## config.mk

```make
export PLATFORM = sky130hd
export DESIGN_NAME = renode_axi_burst_converter
export DESIGN_NICKNAME = d
export VERILOG_FILES = /design/src/rtl/renode_axi_pkg.sv /design/src/rtl/renode_axi_burst_addr_gen.sv /design/src/rtl/renode_axi_burst_converter.sv
export SDC_FILE = /design/constraint.sdc
export NUM_CORES = 1
export LEC_CHECK = 0
export CAP_MARGIN = 20
export CELL_PAD_IN_SITES_DETAIL_PLACEMENT = 1
export CELL_PAD_IN_SITES_GLOBAL_PLACEMENT = 1
export CORE_MARGIN = 4
export CORE_UTILIZATION = 44
export CTS_CLUSTER_DIAMETER = 30
export DETAILED_ROUTE_END_ITERATION = 10
export GPL_ROUTABILITY_DRIVEN = 0
export PLACE_DENSITY = 0.9
export SETUP_SLACK_MARGIN = 0.5
export SYNTH_ARGS = -nofsm -noshare
export SYNTH_HDL_FRONTEND = slang
export SYNTH_HIERARCHICAL = 1
export SYNTH_SLANG_ARGS = --single-unit
export TNS_END_PERCENT = 30
```

## constraint.sdc

```tcl
create_clock -name aclk -period 18.49 [get_ports aclk]
set_clock_uncertainty 0.1 [all_clocks]
set_input_delay 1.849 -clock aclk [delete_from_list [all_inputs] [get_ports aclk]]
set_output_delay 1.849 -clock aclk [all_outputs]
set_load 0.01 [all_outputs]
```

## src/rtl/renode_axi_pkg.sv

```systemverilog
// Shared AXI types and helpers used by the Renode AXI bridge blocks.
package renode_axi_pkg;

  typedef enum logic [1:0] {
    BURST_FIXED    = 2'b00,
    BURST_INCR     = 2'b01,
    BURST_WRAP     = 2'b10,
    BURST_RESERVED = 2'b11
  } burst_type_e;

  typedef enum logic [1:0] {
    RESP_OKAY   = 2'b00,
    RESP_EXOKAY = 2'b01,
    RESP_SLVERR = 2'b10,
    RESP_DECERR = 2'b11
  } response_e;

  typedef logic [2:0] burst_size_t;
  typedef logic [7:0] burst_length_t;

  // Element [0] is the shortest legal WRAP length.
  localparam logic [3:0][7:0] WrapLengths = {8'd15, 8'd7, 8'd3, 8'd1};

  // Response encodings happen to be ordered by severity.
  function automatic response_e worst_response(response_e a, response_e b);
    return (a > b) ? a : b;
  endfunction

endpackage

```

## src/rtl/renode_axi_burst_addr_gen.sv

```systemverilog
// Combinational next-beat address generator and burst legality check.
module renode_axi_burst_addr_gen
  import renode_axi_pkg::*;
#(
  parameter int AddressWidth = 32,
  parameter int DataWidth    = 32
) (
  input  logic [AddressWidth-1:0] addr,
  input  burst_length_t           len,
  input  burst_size_t             size,
  input  logic [1:0]              burst,
  output logic [AddressWidth-1:0] next_addr,
  output logic                    legal
);

  localparam int StrbWidth = DataWidth / 8;

  logic [AddressWidth-1:0] bytes_s;
  logic [AddressWidth-1:0] incr_s;
  logic [AddressWidth-1:0] boundary_s;
  logic [AddressWidth-1:0] mask_s;
  logic                    wrap_len_ok_s;

  assign bytes_s    = AddressWidth'(1'b1) << size;
  assign incr_s     = addr + bytes_s;
  assign boundary_s = (AddressWidth'(len) + AddressWidth'(1'b1)) * bytes_s;
  assign mask_s     = boundary_s - AddressWidth'(1'b1);

  // WRAP is only defined for 2, 4, 8 or 16 beats.
  always_comb begin
    wrap_len_ok_s = 1'b0;
    for (int i = 0; i < 4; i++) begin
      wrap_len_ok_s = wrap_len_ok_s | (len == WrapLengths[i]);
    end
  end

  // Next address per burst type, plus the checks that keep bad bursts away from Renode.
  always_comb begin
    next_addr = addr;
    legal     = 1'b1;
    case (burst)
      BURST_FIXED: next_addr = addr;
      BURST_INCR:  next_addr = incr_s;
      BURST_WRAP: begin
        next_addr = (addr & ~mask_s) | (incr_s & mask_s);
        legal     = wrap_len_ok_s && ((addr & (bytes_s - AddressWidth'(1'b1))) == '0);
      end
      default: legal = 1'b0;
    endcase
    if (bytes_s > AddressWidth'(StrbWidth)) begin
      legal = 1'b0;
    end else begin
      legal = legal;
    end
  end

endmodule

```

## src/rtl/renode_axi_burst_converter.sv

```systemverilog
// Splits upstream AXI4 bursts into single-beat INCR transactions and reassembles the responses.
module renode_axi_burst_converter
  import renode_axi_pkg::*;
#(
  parameter int AddressWidth       = 32,
  parameter int DataWidth          = 32,
  parameter int TransactionIdWidth = 8
) (
  input  logic                          aclk,
  input  logic                          areset,
  input  logic                          s_awvalid,
  output logic                          s_awready,
  input  logic [TransactionIdWidth-1:0] s_awid,
  input  logic [AddressWidth-1:0]       s_awaddr,
  input  logic [7:0]                    s_awlen,
  input  logic [2:0]                    s_awsize,
  input  logic [1:0]                    s_awburst,
  input  logic                          s_wvalid,
  output logic                          s_wready,
  input  logic [DataWidth-1:0]          s_wdata,
  input  logic [DataWidth/8-1:0]        s_wstrb,
  input  logic                          s_wlast,
  output logic                          s_bvalid,
  input  logic                          s_bready,
  output logic [TransactionIdWidth-1:0] s_bid,
  output logic [1:0]                    s_bresp,
  input  logic                          s_arvalid,
  output logic                          s_arready,
  input  logic [TransactionIdWidth-1:0] s_arid,
  input  logic [AddressWidth-1:0]       s_araddr,
  input  logic [7:0]                    s_arlen,
  input  logic [2:0]                    s_arsize,
  input  logic [1:0]                    s_arburst,
  output logic                          s_rvalid,
  input  logic                          s_rready,
  output logic [TransactionIdWidth-1:0] s_rid,
  output logic [DataWidth-1:0]          s_rdata,
  output logic [1:0]                    s_rresp,
  output logic                          s_rlast,
  output logic                          m_awvalid,
  input  logic                          m_awready,
  output logic [TransactionIdWidth-1:0] m_awid,
  output logic [AddressWidth-1:0]       m_awaddr,
  output logic [7:0]                    m_awlen,
  output logic [2:0]                    m_awsize,
  output logic [1:0]                    m_awburst,
  output logic                          m_wvalid,
  input  logic                          m_wready,
  output logic [DataWidth-1:0]          m_wdata,
  output logic [DataWidth/8-1:0]        m_wstrb,
  output logic                          m_wlast,
  input  logic                          m_bvalid,
  output logic                          m_bready,
  input  logic [TransactionIdWidth-1:0] m_bid,
  input  logic [1:0]                    m_bresp,
  output logic                          m_arvalid,
  input  logic                          m_arready,
  output logic [TransactionIdWidth-1:0] m_arid,
  output logic [AddressWidth-1:0]       m_araddr,
  output logic [7:0]                    m_arlen,
  output logic [2:0]                    m_arsize,
  output logic [1:0]                    m_arburst,
  input  logic                          m_rvalid,
  output logic                          m_rready,
  input  logic [TransactionIdWidth-1:0] m_rid,
  input  logic [DataWidth-1:0]          m_rdata,
  input  logic [1:0]                    m_rresp,
  input  logic                          m_rlast
);

  typedef enum logic [2:0] {
    R_IDLE = 3'd0, R_ADDR = 3'd1, R_DATA = 3'd2, R_SEND = 3'd3, R_ERR = 3'd4
  } r_state_e;

  typedef enum logic [2:0] {
    W_IDLE = 3'd0, W_ADDR = 3'd1, W_DATA = 3'd2, W_RESP = 3'd3, W_BRESP = 3'd4, W_DRAIN = 3'd5
  } w_state_e;

  r_state_e                r_state_r;
  w_state_e                w_state_r;
  logic [AddressWidth-1:0] ar_addr_r, aw_addr_r;
  burst_length_t           ar_len_r, aw_len_r, r_beat_r, w_beat_r;
  burst_size_t             ar_size_r, aw_size_r;
  logic [1:0]              ar_burst_r, aw_burst_r;
  response_e               bresp_acc_r, b_merged_s;
  logic                    wlast_err_r;

  logic [AddressWidth-1:0] ar_gen_addr_s, aw_gen_addr_s, ar_next_s, aw_next_s;
  burst_length_t           ar_gen_len_s, aw_gen_len_s;
  burst_size_t             ar_gen_size_s, aw_gen_size_s;
  logic [1:0]              ar_gen_burst_s, aw_gen_burst_s;
  logic                    ar_legal_s, aw_legal_s;
  logic                    unused_s;

  assign m_arlen   = 8'd0;
  assign m_awlen   = 8'd0;
  assign m_arburst = BURST_INCR;
  assign m_awburst = BURST_INCR;
  assign b_merged_s = worst_response(bresp_acc_r, response_e'(m_bresp));
  assign unused_s  = ^{m_rid, m_rlast, m_bid};

  // While idle the generators judge the incoming request; afterwards they step the held burst.
  always_comb begin
    if (r_state_r == R_IDLE) begin
      ar_gen_addr_s = s_araddr; ar_gen_len_s = s_arlen;
      ar_gen_size_s = s_arsize; ar_gen_burst_s = s_arburst;
    end else begin
      ar_gen_addr_s = ar_addr_r; ar_gen_len_s = ar_len_r;
      ar_gen_size_s = ar_size_r; ar_gen_burst_s = ar_burst_r;
    end
    if (w_state_r == W_IDLE) begin
      aw_gen_addr_s = s_awaddr; aw_gen_len_s = s_awlen;
      aw_gen_size_s = s_awsize; aw_gen_burst_s = s_awburst;
    end else begin
      aw_gen_addr_s = aw_addr_r; aw_gen_len_s = aw_len_r;
      aw_gen_size_s = aw_size_r; aw_gen_burst_s = aw_burst_r;
    end
  end

  renode_axi_burst_addr_gen #(.AddressWidth(AddressWidth), .DataWidth(DataWidth)) u_ar_gen (
    .addr(ar_gen_addr_s), .len(ar_gen_len_s), .size(ar_gen_size_s), .burst(ar_gen_burst_s),
    .next_addr(ar_next_s), .legal(ar_legal_s)
  );

  renode_axi_burst_addr_gen #(.AddressWidth(AddressWidth), .DataWidth(DataWidth)) u_aw_gen (
    .addr(aw_gen_addr_s), .len(aw_gen_len_s), .size(aw_gen_size_s), .burst(aw_gen_burst_s),
    .next_addr(aw_next_s), .legal(aw_legal_s)
  );

  // Read path: one downstream single-beat read per upstream beat, or local SLVERR beats.
  always_ff @(posedge aclk or posedge areset) begin
    if (areset) begin
      r_state_r <= R_IDLE;
      ar_addr_r <= '0; ar_len_r <= '0; ar_size_r <= '0; ar_burst_r <= '0; r_beat_r <= '0;
      s_arready <= 1'b0; s_rvalid <= 1'b0; s_rid <= '0; s_rdata <= '0; s_rresp <= '0; s_rlast <= 1'b0;
      m_arvalid <= 1'b0; m_arid <= '0; m_araddr <= '0; m_arsize <= '0; m_rready <= 1'b0;
    end else begin
      case (r_state_r)
        R_IDLE: begin
          if (s_arready && s_arvalid) begin
            s_arready  <= 1'b0;
            ar_addr_r  <= s_araddr; ar_len_r <= s_arlen;
            ar_size_r  <= s_arsize; ar_burst_r <= s_arburst;
            r_beat_r   <= 8'd0;
            s_rid      <= s_arid; m_arid <= s_arid;
            m_arsize   <= s_arsize; m_araddr <= s_araddr;
            if (ar_legal_s) begin
              m_arvalid <= 1'b1;
              r_state_r <= R_ADDR;
            end else begin
              s_rvalid  <= 1'b1;
              s_rdata   <= '0;
              s_rresp   <= RESP_SLVERR;
              s_rlast   <= (s_arlen == 8'd0);
              r_state_r <= R_ERR;
            end
          end else begin
            s_arready <= 1'b1;
          end
        end
        R_ADDR: if (m_arready) begin
          m_arvalid <= 1'b0;
          m_rready  <= 1'b1;
          r_state_r <= R_DATA;
        end
        R_DATA: if (m_rvalid) begin
          m_rready  <= 1'b0;
          s_rvalid  <= 1'b1;
          s_rdata   <= m_rdata;
          s_rresp   <= m_rresp;
          s_rlast   <= (r_beat_r == ar_len_r);
          r_state_r <= R_SEND;
        end
        R_SEND: if (s_rready) begin
          s_rvalid <= 1'b0;
          s_rlast  <= 1'b0;
          if (r_beat_r == ar_len_r) begin
            s_arready <= 1'b1;
            r_state_r <= R_IDLE;
          end else begin
            r_beat_r  <= r_beat_r + 8'd1;
            ar_addr_r <= ar_next_s;
            m_araddr  <= ar_next_s;
            m_arvalid <= 1'b1;
            r_state_r <= R_ADDR;
          end
        end
        R_ERR: if (s_rready) begin
          if (r_beat_r == ar_len_r) begin
            s_rvalid  <= 1'b0;
            s_rlast   <= 1'b0;
            s_arready <= 1'b1;
            r_state_r <= R_IDLE;
          end else begin
            r_beat_r <= r_beat_r + 8'd1;
            s_rlast  <= ((r_beat_r + 8'd1) == ar_len_r);
          end
        end
        default: r_state_r <= R_IDLE;
      endcase
    end
  end

  // Write path: one outstanding downstream write at a time, responses folded into one B.
  always_ff @(posedge aclk or posedge areset) begin
    if (areset) begin
      w_state_r <= W_IDLE;
      aw_addr_r <= '0; aw_len_r <= '0; aw_size_r <= '0; aw_burst_r <= '0; w_beat_r <= '0;
      bresp_acc_r <= RESP_OKAY; wlast_err_r <= 1'b0;
      s_awready <= 1'b0; s_wready <= 1'b0; s_bvalid <= 1'b0; s_bid <= '0; s_bresp <= '0;
      m_awvalid <= 1'b0; m_awid <= '0; m_awaddr <= '0; m_awsize <= '0;
      m_wvalid <= 1'b0; m_wdata <= '0; m_wstrb <= '0; m_wlast <= 1'b0; m_bready <= 1'b0;
    end else begin
      case (w_state_r)
        W_IDLE: begin
          if (s_awready && s_awvalid) begin
            s_awready   <= 1'b0;
            aw_addr_r   <= s_awaddr; aw_len_r <= s_awlen;
            aw_size_r   <= s_awsize; aw_burst_r <= s_awburst;
            w_beat_r    <= 8'd0;
            bresp_acc_r <= RESP_OKAY;
            wlast_err_r <= 1'b0;
            s_bid       <= s_awid; m_awid <= s_awid;
            m_awsize    <= s_awsize; m_awaddr <= s_awaddr;
            if (aw_legal_s) begin
              m_awvalid <= 1'b1;
              w_state_r <= W_ADDR;
            end else begin
              s_wready  <= 1'b1;
              w_state_r <= W_DRAIN;
            end
          end else begin
            s_awready <= 1'b1;
          end
        end
        W_ADDR: if (m_awready) begin
          m_awvalid <= 1'b0;
          s_wready  <= 1'b1;
          w_state_r <= W_DATA;
        end
        W_DATA: begin
          if (s_wready) begin
            if (s_wvalid) begin
              s_wready <= 1'b0;
              m_wvalid <= 1'b1;
              m_wlast  <= 1'b1;
              m_wdata  <= s_wdata;
              m_wstrb  <= s_wstrb;
              if (s_wlast != (w_beat_r == aw_len_r)) wlast_err_r <= 1'b1;
            end
          end else if (m_wready) begin
            m_wvalid  <= 1'b0;
            m_wlast   <= 1'b0;
            m_bready  <= 1'b1;
            w_state_r <= W_RESP;
          end
        end
        W_RESP: if (m_bvalid) begin
          m_bready <= 1'b0;
          if (w_beat_r == aw_len_r) begin
            s_bvalid  <= 1'b1;
            s_bresp   <= wlast_err_r ? worst_response(b_merged_s, RESP_SLVERR) : b_merged_s;
            w_state_r <= W_BRESP;
          end else begin
            bresp_acc_r <= b_merged_s;
            w_beat_r    <= w_beat_r + 8'd1;
            aw_addr_r   <= aw_next_s;
            m_awaddr    <= aw_next_s;
            m_awvalid   <= 1'b1;
            w_state_r   <= W_ADDR;
          end
        end
        W_BRESP: if (s_bready) begin
          s_bvalid  <= 1'b0;
          s_awready <= 1'b1;
          w_state_r <= W_IDLE;
        end
        W_DRAIN: if (s_wvalid) begin
          if (w_beat_r == aw_len_r) begin
            s_wready  <= 1'b0;
            s_bvalid  <= 1'b1;
            s_bresp   <= RESP_SLVERR;
            w_state_r <= W_BRESP;
          end else begin
            w_beat_r <= w_beat_r + 8'd1;
          end
        end
        default: w_state_r <= W_IDLE;
      endcase
    end
  end

endmodule
```

==> impl_metrics.toml, run 1 <==
[yosys]
synth_ff_type = "dfrtp_1"
yosys_warnings = 6
syn_inst = 2399
synth_area_leaders = "dfrtp_1 25%, mux2_2 11%, ha_1 9.5%"
synth_async_sr_flop_share_pct = 100
yosysTopAreaCellShare_pct = 24.9
synth_seq_cells = 214
yosysMostFrequentCell = "nand2_1"
yosys.area.top_type = "dfrtp_1"
syn_area_per_cell_um2 = 8.98
synth-edff-count = 0
syn_area_um2 = 21500
synth_cell_type_count = 115
synth_common_cells = "332 x nand2_1, 215 x mux2_2, 214 x dfrtp_1, 214 x inv_1, 163 x ha_1"
ys_seq_area_share_pct = 24.9

[floorplan]
die_w_um = 229
num_rows = 80
fp.coreArea_um2 = 48000
die_y_um = 229
io_pins = 414
die-area_um2 = 52600
start_util_pct = 44.9

[sta]
maxSlewViolCount = 0
worstMarginPinSlew_ns = 1.05
slew_headroom_pct = 28.4
rsz0062_at_grt = "no"
setup_viol = 0
period_share_pct = 48.1
fin_crit_ns = 8.90
fmax_mhz = 112
final.setup.tns_ns = 0
hold_viol = 0
whs_ns = 0.394

[cts]
post_cts_buffers = 0
hold_buffers = 0
clockBufferDepth = 3
numCtsBuffers = 59
clk_pin_slew_ns = 0.05
cts.htree.levels = 2
clock_sinks = 214
clk-insertion-delay-late_ns = 0.63
cts_tree = "done"
ctsResizeCount = 0
root_buffer = "clkbuf_16"

[hold_path]
hold_class = "reg2reg"
hold_end = "m_awvalid$_DFFE_PP0P_"
min_path_cells = 1
min_from = "m_awvalid$_DFFE_PP0P_"

[worst_setup_path]
crit_path_max_incr_delay_ns = 0.59
worstSetupPathType = "in2reg"
worstReg2RegStart = "r_state_r[0]$_DFFE_PP0P_"
reg2reg_setup_slack_ns = 9.61
cp.required_ns = 18.88
cpMostUsedCell = "fa_1"
cp.arrival_ns = 9.28
critPathSlowestCell = "xnor2_1"
start_kind = "input port"
cp_max_fo = 12
rr_worst_depth = 27
endpoint_kind = "flip-flop"
reg2reg_to = "ar_addr_r[24]$_DFFE_PP0P_"

[final_layout]
syn_to_final_growth_pct = 28.3
drive_above_1_share_pct = 15.9
fillers = 5358
nNetsFinal = 3194
instances_no_fill = 3403
fin_area_um2 = 27600

[outcome]
status = "completed"

[global_routing]
antenna_found_initial = 10
grt_pass1_vias = 22600
overflow = 0
grt_pass1_wl_mm = 133
grt_max_degree = 87
globalRouteTotalUtil_pct = 31.5

[place]
dpl_cell_area_um2 = 25500
io_buffers = 376
dpl.cell_count = 3283
place_hpwl_mm = 59.6

[drt]
drt_iter0_drc = 1339
wl_mm = 86.5
ant_nets = 0
routedWlPerCell_um = 25.4
drc = 0
first_pass_iters = 6
via_per_inst = 6.08
via_count = 20700

[job]
maxCapViolCount = 0
[layout by cell type (no fill, tap or decap), types with 19 or more instances in the layout]
cell / Yosys / layout
clkdlybuf4s50_1: 0 / 376
and3_1: 31 / 31
fa_1: 94 / 94
nor2_1: 160 / 159
clkbuf_16: 0 / 59
xor2_1: 31 / 31
xnor2_1: 54 / 54
a31oi_1: 30 / 30
dfrtp_1: 214 / 214
nand3_1: 48 / 48
buf_4: 39 / 23
nor2b_1: 20 / 20
a22o_1: 35 / 35
a21o_1: 19 / 19
o21ai_0: 56 / 56
a21oi_1: 119 / 119
ha_1: 163 / 163
nand2b_1: 35 / 35
nand2_1: 332 / 332
inv_1: 214 / 213
a211oi_1: 21 / 21
conb_1: 2 / 20
nor3_1: 21 / 20
mux2_4: 30 / 30
mux2_2: 215 / 215
[worst max path at each step]
stage	from	end	slack [ns]	cells past startpoint
floorplan	s_arsize[1]	ar_addr_r[20]$_DFFE_PP0P_	10.21	27
global placement	s_arlen[0]	ar_addr_r[20]$_DFFE_PP0P_	9.41	26
detailed placement	s_arlen[0]	ar_addr_r[20]$_DFFE_PP0P_	9.18	26
CTS	s_arlen[0]	ar_addr_r[24]$_DFFE_PP0P_	9.70	26
global route	w_state_r[0]$_DFFE_PP0P_	aw_addr_r[30]$_DFFE_PP0P_	9.30	26
finish	s_awlen[0]	aw_addr_r[14]$_DFFE_PP0P_	9.59	25
[routing by layer]
| metal | up-vias | wire, µm | global-route usage (%) |
|---|---|---|---|
| li1 | 8965 | - | - |
| met5 | - | 46 | 0 |
| met3 | 304 | 5850 | 6.34 |
| met2 | 993 | 44400 | 57.3 |
| met1 | 10400 | 31400 | 34.9 |
| met4 | 6 | 4800 | 15.9 |
[critical path: cells and delay by family]
kind / cells / cell delay [ns]
buffers and inverters: 3 / 0.51
multiplexers: 3 / 0.96
adder cells (fa/ha/maj): 7 / 3.15
AND/OR/NAND/NOR: 5 / 0.67
XOR/XNOR: 2 / 0.98
AO/OA/AOI/OAI: 5 / 1.15
[cell families after synthesis]
| logic type | share of synthesized area [%] |
|---|---|
| adders and majority gates | 18.2 |
| buffers and inverters | 7.53 |
| xor gates and xnor gates | 3.45 |
| muxes | 14.0 |
| AOI/OAI and AO/OA | 15.2 |
| and+or+nand+nor | 16.8 |
| DFF | 24.9 |
| other | 0.0349 |
[layout make-up]
class	instances	area (µm²)	share of cell area, %
diodes	9	22.5	0.0815
clock buffers	80	1660	5.99
clock inverters	31	433	1.57
inverters	216	818	2.96
multi-input cells	1839	14700	53.0
flip-flops and latches	214	5360	19.4
well taps	615	769	2.78
repair buffers	399	3940	14.2
[per-stage QoR]
stage                     setup slack [ns]  utilization, %
after floorplan                      10.21               -
after global placement                9.41            53.2
after detailed placement              9.18            53.2
after CTS                             9.70            57.5
after global routing                  9.30            57.5
final                                 9.59            57.5
[flip-flops by register name (all words and copies together), names as in the netlist, 3 cells and up]
signal     flops
r_beat_r       8
m_wdata       32
w_beat_r       8
w_state_r      3
r_state_r      3
m_arid         8
m_awid         8
aw_len_r       8
s_rdata       32
m_wstrb        4
aw_size_r      3
ar_size_r      3
aw_addr_r     32
ar_len_r       8
ar_addr_r     32
Power of run 1 is left out: the tool's default activity adds up to more than one toggle a clock period on the data nets, which glitch-free logic cannot reach.
==> run 2: changes to the inputs <==
--- a/config.mk
+++ b/config.mk
@@ -9,11 +9,11 @@
 export CELL_PAD_IN_SITES_DETAIL_PLACEMENT = 1
 export CELL_PAD_IN_SITES_GLOBAL_PLACEMENT = 1
 export CORE_MARGIN = 4
-export CORE_UTILIZATION = 44
+export CORE_UTILIZATION = 37
 export CTS_CLUSTER_DIAMETER = 30
 export DETAILED_ROUTE_END_ITERATION = 10
 export GPL_ROUTABILITY_DRIVEN = 0
-export PLACE_DENSITY = 0.9
+export PLACE_DENSITY = 0.81
 export SETUP_SLACK_MARGIN = 0.5
 export SYNTH_ARGS = -nofsm -noshare
 export SYNTH_HDL_FRONTEND = slang
==> constraint.sdc (replaced) <==
create_clock -name aclk -period 8.1 [get_ports aclk]
set_clock_uncertainty 0.1 [all_clocks]
set_input_delay 0.81 -clock aclk [delete_from_list [all_inputs] [get_ports aclk]]
set_output_delay 0.81 -clock aclk [all_outputs]
set_load 0.01 [all_outputs]
==> run 2 against run 1 <==
Sequential share of layout area is 0.69 points lower; core utilization is 7.8 points lower; clock-buffer cell count is 16 higher; via count is 3.6% lower; worst setup slack worse by 9.0 ns.
==> impl_metrics.toml, run 2 (synthesis gave the netlist of run 1 again) <==
[sta]
period_share_pct = 93.1
hold_viol = 0
setup_viol = 0
fin_crit_ns = 7.54
rsz0062_at_grt = "yes"
maxSlewViolCount = 0
slew_headroom_pct = 24.1
final.setup.tns_ns = 0
fmax_mhz = 133
setup_ws_ns = 0.556
worstMarginPinSlew_ns = 1.11

[global_routing]
grt_pass1_vias = 21700
grt_max_degree = 111
antenna_found_initial = 5
globalRouteTotalUtil_pct = 24.3
overflow = 0
grt_pass1_wl_mm = 123

[drt]
via_per_inst = 5.54
wl_mm = 79.7
drt_iter0_drc = 957
first_pass_iters = 5
routedWlPerCell_um = 22.1
drc = 0
via_count = 19900
ant_nets = 0

[worst_setup_path]
cp_max_fo = 9
critPathSlowestCell = "fa_1"
cpLargestDelayFamily = "adder cells"
start_kind = "flip-flop"
cp.required_ns = 8.50
worstSetupPathType = "reg2reg"
reg2reg_to = "ar_addr_r[20]$_DFFE_PP0P_"
reg2reg_setup_slack_ns = 0.56
rr_worst_depth = 28
worstReg2RegStart = "r_state_r[0]$_DFFE_PP0P_"
crit_path_max_incr_delay_ns = 0.53
crit_buf_inv = 7
endpoint_kind = "flip-flop"
cp.arrival_ns = 7.94

[cts]
clk-insertion-delay-late_ns = 0.63
clockBufferDepth = 3
hold_buffers = 0
clock_sinks = 214
numCtsBuffers = 61
cts_tree = "done"
cts.htree.levels = 2
root_buffer = "clkbuf_16"
clk_pin_slew_ns = 0.05

[final_layout]
utilization_pct = 49.7
final_cell_mix = "376 x clkdlybuf4s50_1, 332 x nand2_1, 214 x dfrtp_1"
nNetsFinal = 3246
syn_to_final_growth_pct = 33.1
drive_above_1_share_pct = 18.4
fin_area_um2 = 28700
mostFrequentLayoutCell = "clkdlybuf4s50_1"
fillers = 6590

[hold_path]
hold_end = "aw_burst_r[1]$_DFFE_PP0P_"
hold_class = "reg2reg"
min_from = "aw_burst_r[1]$_DFFE_PP0P_"
min_path_cells = 2

[outcome]
status = "completed"

[floorplan]
fp.coreArea_um2 = 57700
num_rows = 88
start_util_pct = 37.4
die_y_um = 249
io_pins = 414
die-area_um2 = 62200
die_w_um = 249

[place]
place_ws_ns = 0.0185
io_buffers = 376
place_hpwl_mm = 59.2
dpl_cell_area_um2 = 26000

[job]
maxCapViolCount = 0
## run 2: cell types whose count changed in the layout (fill, tap and decap cells not counted), sizes merged
cell | previous run | this run
clkbuf | 80 | 97
clkinvlp | 5 | 4
diode | 9 | 5
buf | 23 | 72
clkinv | 19 | 11
inv | 216 | 212
bufinv | 7 | 8
## run 2: repair_timing
item                       CTS  global route
resized for setup            4            49
setup buffers                3            13
setup endpoints to repair   25            44
cloned                       0             1
pin swaps                    2            10
## run 2: tightest hold or removal path: cells and delay by family (launching register included)
kind | cells | cell delay (ns)
AND/OR/NAND/NOR | 2 | 0.11
flip-flops | 1 | 0.34
## run 2: worst max-delay path by stage
stage	from	end	slack [ns]	depth (start not counted)
after CTS	r_state_r[0]$_DFFE_PP0P_	ar_addr_r[23]$_DFFE_PP0P_	0.47	28
after detailed placement	s_awlen[0]	aw_addr_r[30]$_DFFE_PP0P_	0.02	26
final	r_state_r[0]$_DFFE_PP0P_	ar_addr_r[20]$_DFFE_PP0P_	0.56	28
after floorplan	w_state_r[2]$_DFFE_PP0P_	aw_addr_r[28]$_DFFE_PP0P_	0.50	26
after global placement	s_awlen[0]	aw_addr_r[29]$_DFFE_PP0P_	0.27	25
after global routing	r_state_r[0]$_DFFE_PP0P_	ar_addr_r[20]$_DFFE_PP0P_	0.30	28
## run 2: per-layer routing
metal,global-route usage [%],wire length [µm],vias up
met2,43.7,40800,684
li1,-,-,9051
met4,8.50,2750,2
met1,28.8,31500,10000
met5,0,13,-
met3,5.00,4660,173
## run 2: stage by stage
stage	hold slack, ns	cells
CTS	0.392	3584
detailed placement	0.372	3466
global placement	0.355	3465
finish	0.383	3603
floorplan	0.342	2417
global route	0.416	3602
## run 2: area by class of cell
type | count | area [µm²] | share of cell area (%)
inverters | 216 | 826 | 2.88
diodes | 5 | 12.5 | 0.0436
well taps | 765 | 957 | 3.34
multi-input cells | 1839 | 14900 | 51.9
repair buffers | 449 | 4390 | 15.3
clock buffers | 96 | 1860 | 6.48
flip-flops and latches | 214 | 5360 | 18.7
clock inverters | 19 | 387 | 1.35
Power of run 2 is left out for the same reason.
==> run 3: changes to the inputs <==
--- a/config.mk
+++ b/config.mk
@@ -5,7 +5,7 @@
 export SDC_FILE = /design/constraint.sdc
 export NUM_CORES = 1
 export LEC_CHECK = 0
-export CAP_MARGIN = 20
+export ABC_AREA = 0
 export CELL_PAD_IN_SITES_DETAIL_PLACEMENT = 1
 export CELL_PAD_IN_SITES_GLOBAL_PLACEMENT = 1
 export CORE_MARGIN = 4
@@ -13,6 +13,7 @@
 export CTS_CLUSTER_DIAMETER = 30
 export DETAILED_ROUTE_END_ITERATION = 10
 export GPL_ROUTABILITY_DRIVEN = 0
+export GPL_TIMING_DRIVEN = 0
 export PLACE_DENSITY = 0.81
 export SETUP_SLACK_MARGIN = 0.5
 export SYNTH_ARGS = -nofsm -noshare
==> run 3 against run 2 <==
Design area up 4.7%; largest cell class unchanged; critical path type unchanged; non-clock buffer count grew 146; global-route usage is 2.4 points higher; worst setup slack got worse by 0.17 ns.
==> impl_metrics.toml, run 3 (synthesis gave the netlist of run 1 again) <==
[drt]
ant_nets = 0
drc = 0
routedWlPerCell_um = 24.4
via_count = 21500
wl_met2_mm = 45.9
wl_mm = 91.7
met3WireLength_mm = 6.45
via_per_inst = 5.72
drt_iter0_drc = 1343
first_pass_iters = 8
m1WireLength_mm = 34.8
highest_layer = "met5"

[sta]
setup_ws_ns = 0.381
rsz0062_at_grt = "yes"
maxSlewViolCount = 0
fmax_mhz = 130
hold_viol = 0
whs_ns = 0.392
setup_viol = 0
fin_crit_ns = 7.72
slew_headroom_pct = 27.0
final.setup.tns_ns = 0
period_share_pct = 95.3
worstMarginPinSlew_ns = 1.07

[final_layout]
utilization_pct = 52.0
mostFrequentLayoutCell = "clkdlybuf4s50_1"
syn_to_final_growth_pct = 39.3
drive_above_1_share_pct = 22.0
final_cell_mix = "376 x clkdlybuf4s50_1, 330 x nand2_1, 212 x mux2_2, 212 x dfrtp_1, 204 x inv_1"
regArea_um2 = 5360
nNetsFinal = 3399
multi_input_area_um2 = 15300
fillers = 6571

[worst_setup_path]
worstReg2RegStart = "w_state_r[1]$_DFFE_PP0P_"
cp.arrival_ns = 8.09
crit_path_max_incr_delay_ns = 0.58
cp_max_fo = 10
reg2reg_setup_slack_ns = 0.38
reg2reg_to = "aw_addr_r[25]$_DFFE_PP0P_"
worstSetupPathType = "reg2reg"
endpoint_kind = "flip-flop"
start_kind = "flip-flop"
rr_worst_depth = 31
critPathSlowestCell = "fa_1"
cp.required_ns = 8.47

[hold_path]
min_path_cells = 2
hold_end = "aw_burst_r[1]$_DFFE_PP0P_"
min_from = "aw_burst_r[1]$_DFFE_PP0P_"
hold_class = "reg2reg"

[global_routing]
grt_pass1_wl_mm = 133
antenna_found_initial = 5
overflow = 0
globalRouteTotalUtil_pct = 26.7
grt_max_degree = 109
grt_pass1_vias = 22900

[floorplan]
start_util_pct = 37.4
io_pins = 414
die-area_um2 = 62200
num_rows = 88
fp.coreArea_um2 = 57700
die_w_um = 249
die_y_um = 249

[cts]
hold_buffers = 0
clk-insertion-delay-late_ns = 0.60
cts.htree.levels = 3
numCtsBuffers = 68
clockBufferDepth = 3
clk_pin_slew_ns = 0.04
root_buffer = "clkbuf_16"
clock_sinks = 214
cts_tree = "done"

[outcome]
status = "completed"

[place]
place_ws_ns = -1.28
place_hpwl_mm = 63.5
io_buffers = 376

[job]
maxCapViolCount = 0
==> run 3: changes by cell type in the layout (fill, tap and decap cells not counted), moves of 9 or more <==
cell and change:
buf_2 +19, clkinv_2 +9, xnor2_1 -10, clkbuf_1 +56, buf_4 +41, buf_6 +9
==> run 3: timing repair <==
item / in CTS / in global routing
hold endpoints to repair: 0 / 0
setup endpoints to repair: 64 / 47
setup buffers: 30 / 38
gates cloned: 0 / 1
pin swaps: 15 / 32
resized for setup: 83 / 89
==> run 3: worst max path at each step <==
stage	slack, ns	endpoint	from	depth (start not counted)
after floorplan	0.50	aw_addr_r[28]$_DFFE_PP0P_	w_state_r[2]$_DFFE_PP0P_	26
after global placement	-1.87	s_rdata[20]$_DFFE_PP0P_	areset	2
after detailed placement	-1.28	aw_addr_r[28]$_DFFE_PP0P_	w_state_r[2]$_DFFE_PP0P_	26
after CTS	0.49	aw_addr_r[28]$_DFFE_PP0P_	w_state_r[0]$_DFFE_PP0P_	29
after global routing	0.24	aw_addr_r[31]$_DFFE_PP0P_	w_state_r[2]$_DFFE_PP0P_	30
final	0.38	aw_addr_r[25]$_DFFE_PP0P_	w_state_r[1]$_DFFE_PP0P_	31
==> run 3: per-layer routing <==
layer / GRT usage (%) / vias to the layer above
met1: 31.7 / 10800
met2: 47.2 / 959
li1: - / 9362
met5: 0 / -
met3: 5.99 / 311
met4: 10.0 / 2
==> run 3: critical path: cells and delay by family, from the launching register on <==
family	cells	cell delay, ns
compound gates	8	1.39
xor+xnor	1	0.18
simple gates	3	0.56
mux	3	0.86
buf+inv	10	1.21
fa+ha+maj	6	2.89
flops	1	0.41
==> run 3: final cells by class <==
type	instances	area share, %
Multi-Input combinational cell	1839	50.9
Sequential cell	214	17.8
Timing Repair Buffer	447	14.5
Clock buffer	95	6.54
Tap cell	765	3.19
Buffer	148	2.98
Inverter	216	2.78
Clock inverter	27	1.25
Antenna cell	4	0.0333
==> run 3: through the flow <==
stage | cell area (µm²) | cells
after global routing | 30000 | 3754
after CTS | 29300 | 3711
final | 30000 | 3755
after global placement | 26300 | 3558
after floorplan | 21600 | 2417
after detailed placement | 26400 | 3559
Power of run 3 is left out for the same reason.
